--- src/rtl/kb_pkg.sv ---
// rtl/kb_pkg.sv - shared PS/2 receiver states and scan-code constants
package kb_pkg;

    typedef enum logic [1:0] {
        RX_IDLE   = 2'd0,
        RX_DATA   = 2'd1,
        RX_PARITY = 2'd2,
        RX_STOP   = 2'd3
    } rx_state_e;

    localparam logic [7:0] BREAK_CODE = 8'hF0;
    localparam logic [7:0] EXT_CODE   = 8'hE0;

    // Keyboard status/handshake bytes that never name a key
    localparam logic [7:0] IGN_ERR0   = 8'h00;
    localparam logic [7:0] IGN_BAT    = 8'hAA;
    localparam logic [7:0] IGN_ECHO   = 8'hEE;
    localparam logic [7:0] IGN_ACK    = 8'hFA;
    localparam logic [7:0] IGN_BATERR = 8'hFC;
    localparam logic [7:0] IGN_RESEND = 8'hFE;
    localparam logic [7:0] IGN_ERR1   = 8'hFF;

    function automatic logic is_ignored_code(input logic [7:0] code);
        return (code == IGN_ERR0)   || (code == IGN_BAT)    ||
               (code == IGN_ECHO)   || (code == IGN_ACK)    ||
               (code == IGN_BATERR) || (code == IGN_RESEND) ||
               (code == IGN_ERR1);
    endfunction

endpackage

--- src/rtl/ps2_rx.sv ---
// rtl/ps2_rx.sv - PS/2 frame receiver: sync, clock filter, framing FSM, timeout
module ps2_rx
    import kb_pkg::*;
#(
    parameter int FILTER_LEN     = 4,
    parameter int TIMEOUT_CYCLES = 500
) (
    input  logic       clk_i,
    input  logic       rst_ni,
    input  logic       ps2_clk_i,
    input  logic       ps2_data_i,
    output logic [7:0] code_o,
    output logic       code_valid_o
);

    localparam int FW = $clog2(FILTER_LEN + 1);
    localparam int TW = $clog2(TIMEOUT_CYCLES + 1);
    localparam logic [FW-1:0] FILT_LAST = FW'(FILTER_LEN - 1);
    localparam logic [TW-1:0] TMO_LAST  = TW'(TIMEOUT_CYCLES - 1);

    logic          clk_s1_q, clk_s2_q, dat_s1_q, dat_s2_q;
    logic          filt_q, filt_prev_q;
    logic [FW-1:0] filt_cnt_q;
    logic          strobe;

    rx_state_e     state_q, state_d;
    logic [2:0]    bitcnt_q, bitcnt_d;
    logic [7:0]    shift_q, shift_d;
    logic          parity_q, parity_d;
    logic [TW-1:0] tmo_q, tmo_d;
    logic [7:0]    code_q, code_d;
    logic          code_valid_q, code_valid_d;

    // Two-flop synchronizers; idle-high lines reset to 1
    always_ff @(posedge clk_i or negedge rst_ni) begin
        if (!rst_ni) begin
            clk_s1_q <= 1'b1;
            clk_s2_q <= 1'b1;
            dat_s1_q <= 1'b1;
            dat_s2_q <= 1'b1;
        end else begin
            clk_s1_q <= ps2_clk_i;
            clk_s2_q <= clk_s1_q;
            dat_s1_q <= ps2_data_i;
            dat_s2_q <= dat_s1_q;
        end
    end

    // Glitch filter: accept a new clock level after FILTER_LEN agreeing samples
    always_ff @(posedge clk_i or negedge rst_ni) begin
        if (!rst_ni) begin
            filt_q      <= 1'b1;
            filt_prev_q <= 1'b1;
            filt_cnt_q  <= '0;
        end else begin
            filt_prev_q <= filt_q;
            if (clk_s2_q == filt_q) begin
                filt_cnt_q <= '0;
            end else if (filt_cnt_q == FILT_LAST) begin
                filt_q     <= clk_s2_q;
                filt_cnt_q <= '0;
            end else begin
                filt_cnt_q <= filt_cnt_q + 1'b1;
            end
        end
    end

    assign strobe = filt_prev_q & ~filt_q;

    // Framing FSM next-state, including the partial-frame timeout
    always_comb begin
        state_d      = state_q;
        bitcnt_d     = bitcnt_q;
        shift_d      = shift_q;
        parity_d     = parity_q;
        code_d       = code_q;
        code_valid_d = 1'b0;

        if (state_q == RX_IDLE || strobe) begin
            tmo_d = '0;
        end else begin
            tmo_d = tmo_q + 1'b1;
        end

        case (state_q)
            RX_IDLE: begin
                if (strobe && !dat_s2_q) begin
                    state_d  = RX_DATA;
                    bitcnt_d = 3'd0;
                end
            end
            RX_DATA: begin
                if (strobe) begin
                    shift_d  = {dat_s2_q, shift_q[7:1]};
                    bitcnt_d = bitcnt_q + 3'd1;
                    if (bitcnt_q == 3'd7) begin
                        state_d = RX_PARITY;
                    end
                end
            end
            RX_PARITY: begin
                if (strobe) begin
                    parity_d = dat_s2_q;
                    state_d  = RX_STOP;
                end
            end
            RX_STOP: begin
                if (strobe) begin
                    if (dat_s2_q && (^{shift_q, parity_q})) begin
                        code_valid_d = 1'b1;
                        code_d       = shift_q;
                    end
                    state_d = RX_IDLE;
                end
            end
            default: state_d = RX_IDLE;
        endcase

        if (state_q != RX_IDLE && !strobe && tmo_q == TMO_LAST) begin
            state_d = RX_IDLE;
            tmo_d   = '0;
        end
    end

    // Framing FSM state registers
    always_ff @(posedge clk_i or negedge rst_ni) begin
        if (!rst_ni) begin
            state_q      <= RX_IDLE;
            bitcnt_q     <= '0;
            shift_q      <= '0;
            parity_q     <= 1'b0;
            tmo_q        <= '0;
            code_q       <= '0;
            code_valid_q <= 1'b0;
        end else begin
            state_q      <= state_d;
            bitcnt_q     <= bitcnt_d;
            shift_q      <= shift_d;
            parity_q     <= parity_d;
            tmo_q        <= tmo_d;
            code_q       <= code_d;
            code_valid_q <= code_valid_d;
        end
    end

    assign code_o       = code_q;
    assign code_valid_o = code_valid_q;

endmodule

--- src/rtl/keyboard_controller.sv ---
// rtl/keyboard_controller.sv - PS/2 keyboard top: receiver plus make/break decoder
module keyboard_controller
    import kb_pkg::*;
#(
    parameter int FILTER_LEN     = 4,
    parameter int TIMEOUT_CYCLES = 500
) (
    input  logic       CLK,
    input  logic       RESET_N,
    input  logic       PS2_CLK,
    input  logic       PS2_DATA,
    output logic [7:0] pressedKey
);

    logic [7:0] code;
    logic       code_valid;
    logic [7:0] key_q, key_d;
    logic       break_q, break_d;

    ps2_rx #(
        .FILTER_LEN     (FILTER_LEN),
        .TIMEOUT_CYCLES (TIMEOUT_CYCLES)
    ) u_rx (
        .clk_i        (CLK),
        .rst_ni       (RESET_N),
        .ps2_clk_i    (PS2_CLK),
        .ps2_data_i   (PS2_DATA),
        .code_o       (code),
        .code_valid_o (code_valid)
    );

    // Decode make/break sequences; E0 prefix is dropped so extended keys report base code
    always_comb begin
        key_d   = key_q;
        break_d = break_q;
        if (code_valid) begin
            if (code == EXT_CODE) begin
                key_d = key_q;
            end else if (code == BREAK_CODE) begin
                break_d = 1'b1;
            end else if (is_ignored_code(code)) begin
                break_d = 1'b0;
            end else if (break_q) begin
                break_d = 1'b0;
                if (code == key_q) begin
                    key_d = 8'h00;
                end
            end else begin
                key_d = code;
            end
        end
    end

    // Decoder registers
    always_ff @(posedge CLK or negedge RESET_N) begin
        if (!RESET_N) begin
            key_q   <= 8'h00;
            break_q <= 1'b0;
        end else begin
            key_q   <= key_d;
            break_q <= break_d;
        end
    end

    assign pressedKey = key_q;

endmodule

--- config.mk ---
export PLATFORM = sky130hd
export DESIGN_NAME = keyboard_controller
export DESIGN_NICKNAME = d
export VERILOG_FILES = /design/src/rtl/kb_pkg.sv /design/src/rtl/ps2_rx.sv /design/src/rtl/keyboard_controller.sv
export SDC_FILE = /design/constraint.sdc
export NUM_CORES = 1
export LEC_CHECK = 0
export BUFFER_PORTS_ARGS = -buffer_cell sky130_fd_sc_hd__buf_4
export CORE_UTILIZATION = 35
export DETAILED_ROUTE_END_ITERATION = 10
export PLACE_DENSITY = 0.47
export SLEW_MARGIN = 10
export SYNTH_ARGS = -nofsm -noshare
export SYNTH_HDL_FRONTEND = slang
export SYNTH_SLANG_ARGS = --single-unit
--- constraint.sdc ---
create_clock -name CLK -period 3.21 [get_ports CLK]
set_input_delay 0.321 -clock CLK [delete_from_list [all_inputs] [get_ports CLK]]
set_output_delay 0.321 -clock CLK [all_outputs]
set_load 0.02 [all_outputs]
==> reports/metrics.sh, run 1 <==
SYNTH_TOP_CELL_AREA_SHARE=0.4617
MIN_PERIOD_OVER_PERIOD=0.6449
DIE-WIDTH_UM=84.55
SETUP_REPAIR_AFTER_GLOBAL_ROUTING_MISSED_ITS_MARGIN='no'
ROUTE.VIAS.TOTAL=1499
POST_CTS.RESIZED_INSTANCES=0
FINAL_ANTENNA_NET_COUNT=0
NUMCLOCKSINKS=50
DETAILEDPLACE.WORSTSLACK_NS=1.145
P_LEAK_nW=1.193
CRITICAL_PATH_CELL_BY_CELL='nor4_2 > a31o_2 > a21oi_1 > o2111ai_2 > mux2_2'
POSTSYNTH.ASYNCRESETSHARE=1.000
ROUTABILITY_CONGESTION_ESTIMATE=0.8047
CAP_VIOLATIONS=0
NUM_IO_PINS=12
SYNTH.YOSYS.WARNINGS=0
DRCVIOLATIONCOUNT=4
SYNTHESIS.AREA_UM2=2385
FAILED_CHECKS='design-rule violations'
CLK_PIN_SLEW_NS=0.09
YS_DOMINANT_REG_CELL='sky130_fd_sc_hd__dfrtp_1'
VDD_IR_DROP_MAX_uV=323.0
DIE_AREA_UM2=7148
CTS_INSERTED_BUFFERS=5
SYNTH_NETS=209
OVERFLOW=0
WORST_CLOCK_SKEW_NS=0.007175
CRIT-REG2REG-LAUNCH='u_rx.code_o[3]$_DFFE_PN0P_'
LAYOUT.CELLS.NON_FILLER=289
SLOWEST_STAGE='sky130_fd_sc_hd__o2111ai_2'
R2R-END='pressedKey[4]$_DFFE_PN0P_'
INSERTEDDIODECOUNT=0
POWERDENSITY_nW_PER_UM2=783.7
CP.ARRIVAL_NS=2.27
CRIT_PATH_END='pressedKey[4]$_DFFE_PN0P_'
START_UTIL=0.3692
SYNTH_CELL_TYPE_COUNT=38
CLKLATENCYLATEPIN_NS=0.31
CTS_ROOT_BUFFER='sky130_fd_sc_hd__clkbuf_8'
CP_DATA_REQUIRED_TIME_NS=3.41
DETAIL_ROUTE.ITER0.VIOLATIONS=33
SLEW_VIOLATIONS=0
GRT_PASS1_WL_MM=7.452
RELSLEWSLACK=0.5810
OUTCOME='finished, violations left'
WL_MM=4.127
ROW_COUNT=29
POST_DR_VIAS_CELL=5.187
CLOCK_TREE.BUFFER_DEPTH=2
TRACK_USAGE=0.1316
FINALSETUPVIOLCOUNT=0
SETUP.WORST_PATH.END_CLASS='register'
AREA.GROWTH.SYNTH_TO_FINAL_PCT=11.86
TRITONCTS='done'
POST-ROUTE-WORST-SETUP-SLACK_NS=1.140
MAX_SLEW.WORST_PIN.SLEW_NS=0.6285
MAX_CLOCK_FREQ_MHz=483.1
DRIVE_GT1_FRAC=0.2594
CRITICAL_PATH.STARTPOINT='u_rx.code_o[3]$_DFFE_PN0P_'
FINALSETUPTNS_NS=0
DESIGN.CORE.AREA_UM2=6459
POSTSYNTHREGISTERBITS=50
FINAL-HOLD-VIOLATION-COUNT=0
SYNTH_EDF_COUNT=0
POST-DP-HPWL_MM=2.994
CTS_POST_SETUP_BUFFERS_INSERTED=0
DRT-PASS1-ITER-COUNT=7
HOLDBUFCOUNTCTS=0
WORST_PATH_LARGEST_CELL_DELAY_NS=0.49
CRIT_TYPE='register to register'
MIN_PERIOD_NS=2.070
SETUP.REG_TO_REG.WORST_SLACK_NS=1.14
SYNTH.YOSYS.SEQ_AREA_SHARE=0.5278
PLACED_CELL_AREA_UM2=2551
PORT_BUFFERS=11
GRT_ANTENNA_BEFORE_REPAIR=0
GRT_MAX_DEGREE=51
TIMING.REG2REG.WORST_PATH_DEPTH=5
NETLIST_TOP_CELLS_AREA='sky130_fd_sc_hd__dfrtp_1 46%, sky130_fd_sc_hd__mux2_2 11%, sky130_fd_sc_hd__xnor2_1 7.7%'
LAYOUT.NETS=223
DIE_HEIGHT_UM=84.55
START_KIND='register'
TIMING.HOLD.WORST.CLASS='input port to async pin'
SYN_INST=197
POSTLAYOUTCOREUTIL=0.4130
DRT-WIRELENGTH-PER-CELL_UM=14.28
STDCELL_AREA_UM2=2668
PLACEDCELLCOUNT=281
HTREEDEPTH=2
SYNTH.AVG_CELL_AREA_UM2=12.11
GRT_PASS1_VIAS=1624
NETLIST.TOP_CELL.BY_AREA='sky130_fd_sc_hd__dfrtp_1'
CRIT_FANOUT=8
[worst max-delay path: cells and delay by family, from the launching register on]
| kind | cells | cell delay (ns) |
|---|---|---|
| simple gates | 1 | 0.40 |
| mux | 1 | 0.40 |
| flops | 1 | 0.47 |
| compound gates | 3 | 0.70 |
[cells by family after synthesis]
group,share of synthesized area
AO/OA/AOI/OAI,0.06401
adder cells (fa/ha/maj),0.04617
AND/OR/NAND/NOR,0.1270
multiplexers,0.1312
XOR/XNOR,0.08762
buffers and inverters,0.01626
flip-flops,0.5278
[power breakdown]
part	leakage (nW)	total [mW]	internal [mW]	switching, mW
sequential	0.654	0.911	0.774	0.137
combinational	0.480	0.724	0.365	0.359
clock	0.0591	0.455	0.238	0.217
[registers in the layout, summed over array words and instances (netlist names)]
register and flops:
u_rx.state_q 2, u_rx.clk_s1_q 1, u_rx.dat_s1_q 1, u_rx.tmo_q 9, u_rx.shift_q 8, u_rx.bitcnt_q 3, u_rx.code_valid_o 1, u_rx.filt_prev_q 1
u_rx.dat_s2_q 1, break_q 1, u_rx.code_o 8, pressedKey 8, u_rx.filt_cnt_q 3, u_rx.filt_q 1, u_rx.parity_q 1, u_rx.clk_s2_q 1
[per-stage QoR]
stage,power (mW),hold WS (ns)
global route,2.246,0.06629
floorplan,1.485,0.02541
detailed placement,1.656,0.3498
CTS,2.125,0.04240
global placement,1.622,0.3461
finish,2.090,0.02558
[final cells by class]
class                      instances  area (um2)
sequential                        50        1259
clock buffer                       5       68.82
inverter                           5       18.77
timing repair buffer              12       90.09
clock inverter                     3       47.55
multi-input combinational        137        1087
fill                             626        3791
tap                               77       96.34
[cells in the mapped netlist, types with 2 or more instances]
master,number
sky130_fd_sc_hd__mux2i_1,2
sky130_fd_sc_hd__o21ai_0,7
sky130_fd_sc_hd__nor2_1,16
sky130_fd_sc_hd__nor2b_1,10
sky130_fd_sc_hd__nor4_1,2
sky130_fd_sc_hd__mux2_2,23
sky130_fd_sc_hd__dfrtp_1,44
sky130_fd_sc_hd__nor3_1,2
sky130_fd_sc_hd__a21oi_1,4
sky130_fd_sc_hd__xnor2_1,21
sky130_fd_sc_hd__nand2_1,9
sky130_fd_sc_hd__nor3b_1,2
sky130_fd_sc_hd__dfstp_2,6
sky130_fd_sc_hd__a32o_1,2
sky130_fd_sc_hd__nand3_1,4
sky130_fd_sc_hd__clkbuf_1,4
sky130_fd_sc_hd__nand4_1,7
sky130_fd_sc_hd__ha_1,8
sky130_fd_sc_hd__inv_1,5
[per-layer routing]
layer  share of wire  global-route usage
met1            0.43              0.1513
met4           0.014             0.04160
met3           0.028             0.03245
met5               0                   0
met2            0.53              0.2402
[cell usage in the layout, fill, tap and decap left out, types with 2 or more instances in the layout]
| cell | netlist | layout |
|---|---|---|
| sky130_fd_sc_hd__a21oi_1 | 4 | 4 |
| sky130_fd_sc_hd__a32o_1 | 2 | 2 |
| sky130_fd_sc_hd__buf_4 | 0 | 12 |
| sky130_fd_sc_hd__clkbuf_8 | 0 | 5 |
| sky130_fd_sc_hd__dfrtp_1 | 44 | 44 |
| sky130_fd_sc_hd__dfstp_2 | 6 | 6 |
| sky130_fd_sc_hd__ha_1 | 8 | 8 |
| sky130_fd_sc_hd__inv_1 | 5 | 5 |
| sky130_fd_sc_hd__inv_6 | 0 | 2 |
| sky130_fd_sc_hd__mux2_2 | 23 | 23 |
| sky130_fd_sc_hd__mux2i_1 | 2 | 2 |
| sky130_fd_sc_hd__nand2_1 | 9 | 9 |
| sky130_fd_sc_hd__nand3_1 | 4 | 4 |
| sky130_fd_sc_hd__nand4_1 | 7 | 7 |
| sky130_fd_sc_hd__nor2_1 | 16 | 16 |
| sky130_fd_sc_hd__nor2b_1 | 10 | 10 |
| sky130_fd_sc_hd__nor3_1 | 2 | 2 |
| sky130_fd_sc_hd__nor3b_1 | 2 | 2 |
| sky130_fd_sc_hd__nor4_1 | 2 | 2 |
| sky130_fd_sc_hd__o21ai_0 | 7 | 7 |
| sky130_fd_sc_hd__xnor2_1 | 21 | 21 |
[worst min-delay path by stage]
stage	start	to	slack, ns	cells after the start
finish	RESET_N	break_q$_DFFE_PN0P_	0.03	1
CTS	RESET_N	break_q$_DFFE_PN0P_	0.04	1
detailed placement	u_rx.clk_s1_q$_DFF_PN1_	u_rx.clk_s2_q$_DFF_PN1_	0.35	0
global route	RESET_N	break_q$_DFFE_PN0P_	0.07	1
global placement	u_rx.dat_s1_q$_DFF_PN1_	u_rx.dat_s2_q$_DFF_PN1_	0.35	0
floorplan	RESET_N	break_q$_DFFE_PN0P_	0.03	0
Note: power is estimated with default switching activity, not from simulation.
==> run 2: changes to the inputs <==
- clock period: 3.21 -> 1.91 ns (I/O delays scaled with it)
==> reports/metrics.sh, run 2 (synthesis results as in run 1) <==
LAYOUT.CELLS.NON_FILLER=310
DRIVE_GT1_FRAC=0.3519
PLACED_CELL_AREA_UM2=2656
CRIT_FANOUT=8
TOTAL_SWITCHING_POWER_mW=1.293
AREA.GROWTH.SYNTH_TO_FINAL_PCT=22.72
P_LEAK_nW=1.325
WORST_PATH_LARGEST_CELL_DELAY_NS=0.42
FAILED_CHECKS='design-rule violations'
DRT-PASS1-ITER-COUNT=7
FINALSETUPTNS_NS=0
DIE_HEIGHT_UM=84.55
SLEW_VIOLATIONS=0
CAP_VIOLATIONS=0
WORST_CLOCK_SKEW_NS=0.003240
PORT_BUFFERS=11
CLKLATENCYLATEPIN_NS=0.30
GRT_MAX_DEGREE=51
SETUP.WORST_PATH.END_CLASS='register'
POST-DP-HPWL_MM=3.119
OVERFLOW=0
DIE_AREA_UM2=7148
DESIGN.CORE.AREA_UM2=6459
POWERDENSITY_nW_PER_UM2=1319
GRT_ANTENNA_BEFORE_REPAIR=0
FINAL_ANTENNA_NET_COUNT=0
PLACEDCELLCOUNT=295
CP_DATA_REQUIRED_TIME_NS=2.11
OUTCOME='finished, violations left'
CPLARGESTDELAYFAMILY='multiplexers'
GRT_PASS1_WL_MM=7.665
CP.ARRIVAL_NS=2.05
WL_MM=4.306
TRACK_USAGE=0.1353
MAX_FLOP_REGISTER='u_rx.tmo_q'
P_INT_mW=2.568
SLOWEST_STAGE='sky130_fd_sc_hd__dfrtp_1'
POWER.CLOCK.FRACTION=0.198
CPMOSTUSEDCELL='sky130_fd_sc_hd__xnor2_2'
ROUTE.VIAS.TOTAL=1576
DETAIL_ROUTE.ITER0.VIOLATIONS=70
POST_DR_VIAS_CELL=5.084
LAYOUT.CELLS.MOST_COMMON='sky130_fd_sc_hd__dfrtp_1'
LAYOUT.NETS=244
TIMING.HOLD.WORST.CLASS='register to register'
MIN_PERIOD_NS=1.849
START_KIND='register'
TRITONCTS='done'
STDCELL_AREA_UM2=2927
MIN_PERIOD_OVER_PERIOD=0.9678
NUM_IO_PINS=12
CTS_INSERTED_BUFFERS=5
INSERTEDDIODECOUNT=0
HTREEDEPTH=2
SETUP_REPAIR_AFTER_GLOBAL_ROUTING_MISSED_ITS_MARGIN='yes'
ROW_COUNT=29
CLK_PIN_SLEW_NS=0.09
FINAL-HOLD-VIOLATION-COUNT=0
CLOCK_TREE.BUFFER_DEPTH=2
MAX_SLEW.WORST_PIN.SLEW_NS=0.6359
DIE-WIDTH_UM=84.55
GRT_PASS1_VIAS=1637
VDD_IR_DROP_MAX_uV=526.6
ROUTABILITY_CONGESTION_ESTIMATE=0.7595
START_UTIL=0.3692
DRT-WIRELENGTH-PER-CELL_UM=13.89
FINALSETUPVIOLCOUNT=0
MAX_CLOCK_FREQ_MHz=541.0
CRIT_TYPE='register to register'
CRITICAL_PATH_CELL_BY_CELL='xnor2_2 > xnor2_2 > xnor2_2 > mux2i_4 > buf_12 > mux2_2'
RELSLEWSLACK=0.5760
P_SW_FRAC=0.3349
CP_NUM_BUF_INV=1
DRCVIOLATIONCOUNT=4
POWER.SHARE.SEQUENTIAL=0.395
COMBPWRFRAC=0.407
CTS_ROOT_BUFFER='sky130_fd_sc_hd__clkbuf_8'
COMMONEST_CELLS_AFTER_ROUTING_FILL_AND_TAPS_ASIDE='42 x sky130_fd_sc_hd__dfrtp_1, 29 x sky130_fd_sc_hd__buf_4, 20 x sky130_fd_sc_hd__mux2_2, 16 x sky130_fd_sc_hd__nor2_1, 15 x sky130_fd_sc_hd__xnor2_1'
NUMCLOCKSINKS=50
LARGEST_REGISTER_FFS=9
-- run 2: area by class of cell --
type                    instances  area [um2]
well taps                      77       96.34
clock inverters                 3       48.80
multi-input cells             137        1165
flip-flops and latches         50        1261
fillers                       622        3532
clock buffers                   5       68.82
inverters                       5       18.77
repair buffers                 33       267.8
-- run 2: through the flow --
stage / utilization / worst slack, ns / hold WS, ns / power (mW)
after floorplan: - / 0.09765 / -0.1046 / 2.496
after global placement: 0.4113 / 0.06238 / 0.2492 / 2.912
after detailed placement: 0.4113 / -0.01108 / 0.2671 / 2.975
after CTS: 0.4345 / 0.002333 / 0.3622 / 3.765
after global routing: 0.4531 / -0.03394 / 0.3668 / 4.151
final: 0.4531 / 0.06141 / 0.3609 / 3.861
-- run 2: worst register-to-register path: stages, from the launching register on --
cell and delay, ns:
sky130_fd_sc_hd__dfrtp_1 0.42, sky130_fd_sc_hd__xnor2_2 0.16, sky130_fd_sc_hd__xnor2_2 0.15, sky130_fd_sc_hd__xnor2_2 0.25, sky130_fd_sc_hd__mux2i_4 0.29, sky130_fd_sc_hd__buf_12 0.15
sky130_fd_sc_hd__mux2_2 0.33
-- run 2: worst paths after layout --
| kind | startpoint | endpoint | slack (ns) | cells after the start |
|---|---|---|---|---|
| setup / recovery | u_rx.shift_q[5]$_DFFE_PN0P_ | u_rx.code_o[5]$_DFFE_PN0P_ | 0.06 | 6 |
| setup reg to reg | u_rx.shift_q[5]$_DFFE_PN0P_ | u_rx.code_o[5]$_DFFE_PN0P_ | 0.06 | 6 |
| min in group asynchronous | RESET_N | u_rx.tmo_q[4]$_DFF_PN0_ | 0.46 | 2 |
| max in group asynchronous | RESET_N | u_rx.code_o[1]$_DFFE_PN0P_ | 1.00 | 2 |
| hold / removal | u_rx.dat_s1_q$_DFF_PN1_ | u_rx.dat_s2_q$_DFF_PN1_ | 0.36 | 0 |
| hold reg to reg | u_rx.dat_s1_q$_DFF_PN1_ | u_rx.dat_s2_q$_DFF_PN1_ | 0.36 | 0 |
-- run 2: power groups by stage --
| stage | logic, mW | clock network [mW] | registers, mW |
|---|---|---|---|
| floorplan | 1.01 | 0 | 1.48 |
| global placement | 1.40 | 0 | 1.51 |
| detailed placement | 1.45 | 0 | 1.53 |
| CTS | 1.46 | 0.799 | 1.50 |
| global route | 1.75 | 0.841 | 1.56 |
| finish | 1.57 | 0.766 | 1.52 |
-- run 2: repair_timing --
action                     4_1_cts  5_1_grt
gates cloned                     0        0
setup endpoints to repair        3       17
hold endpoints to repair        46        0
hold buffers                     3        0
setup buffers                    0        4
pin swaps                        1        7
resized for setup                1       14
-- run 2: metal layers --
metal | track usage | wire length, um | vias up
met2 | 0.2365 | 2204 | 22
met4 | 0.05085 | 38 | 0
met5 | 0 | 0 | -
met3 | 0.03048 | 117 | 4
met1 | 0.1630 | 1945 | 789
li1 | - | - | 761
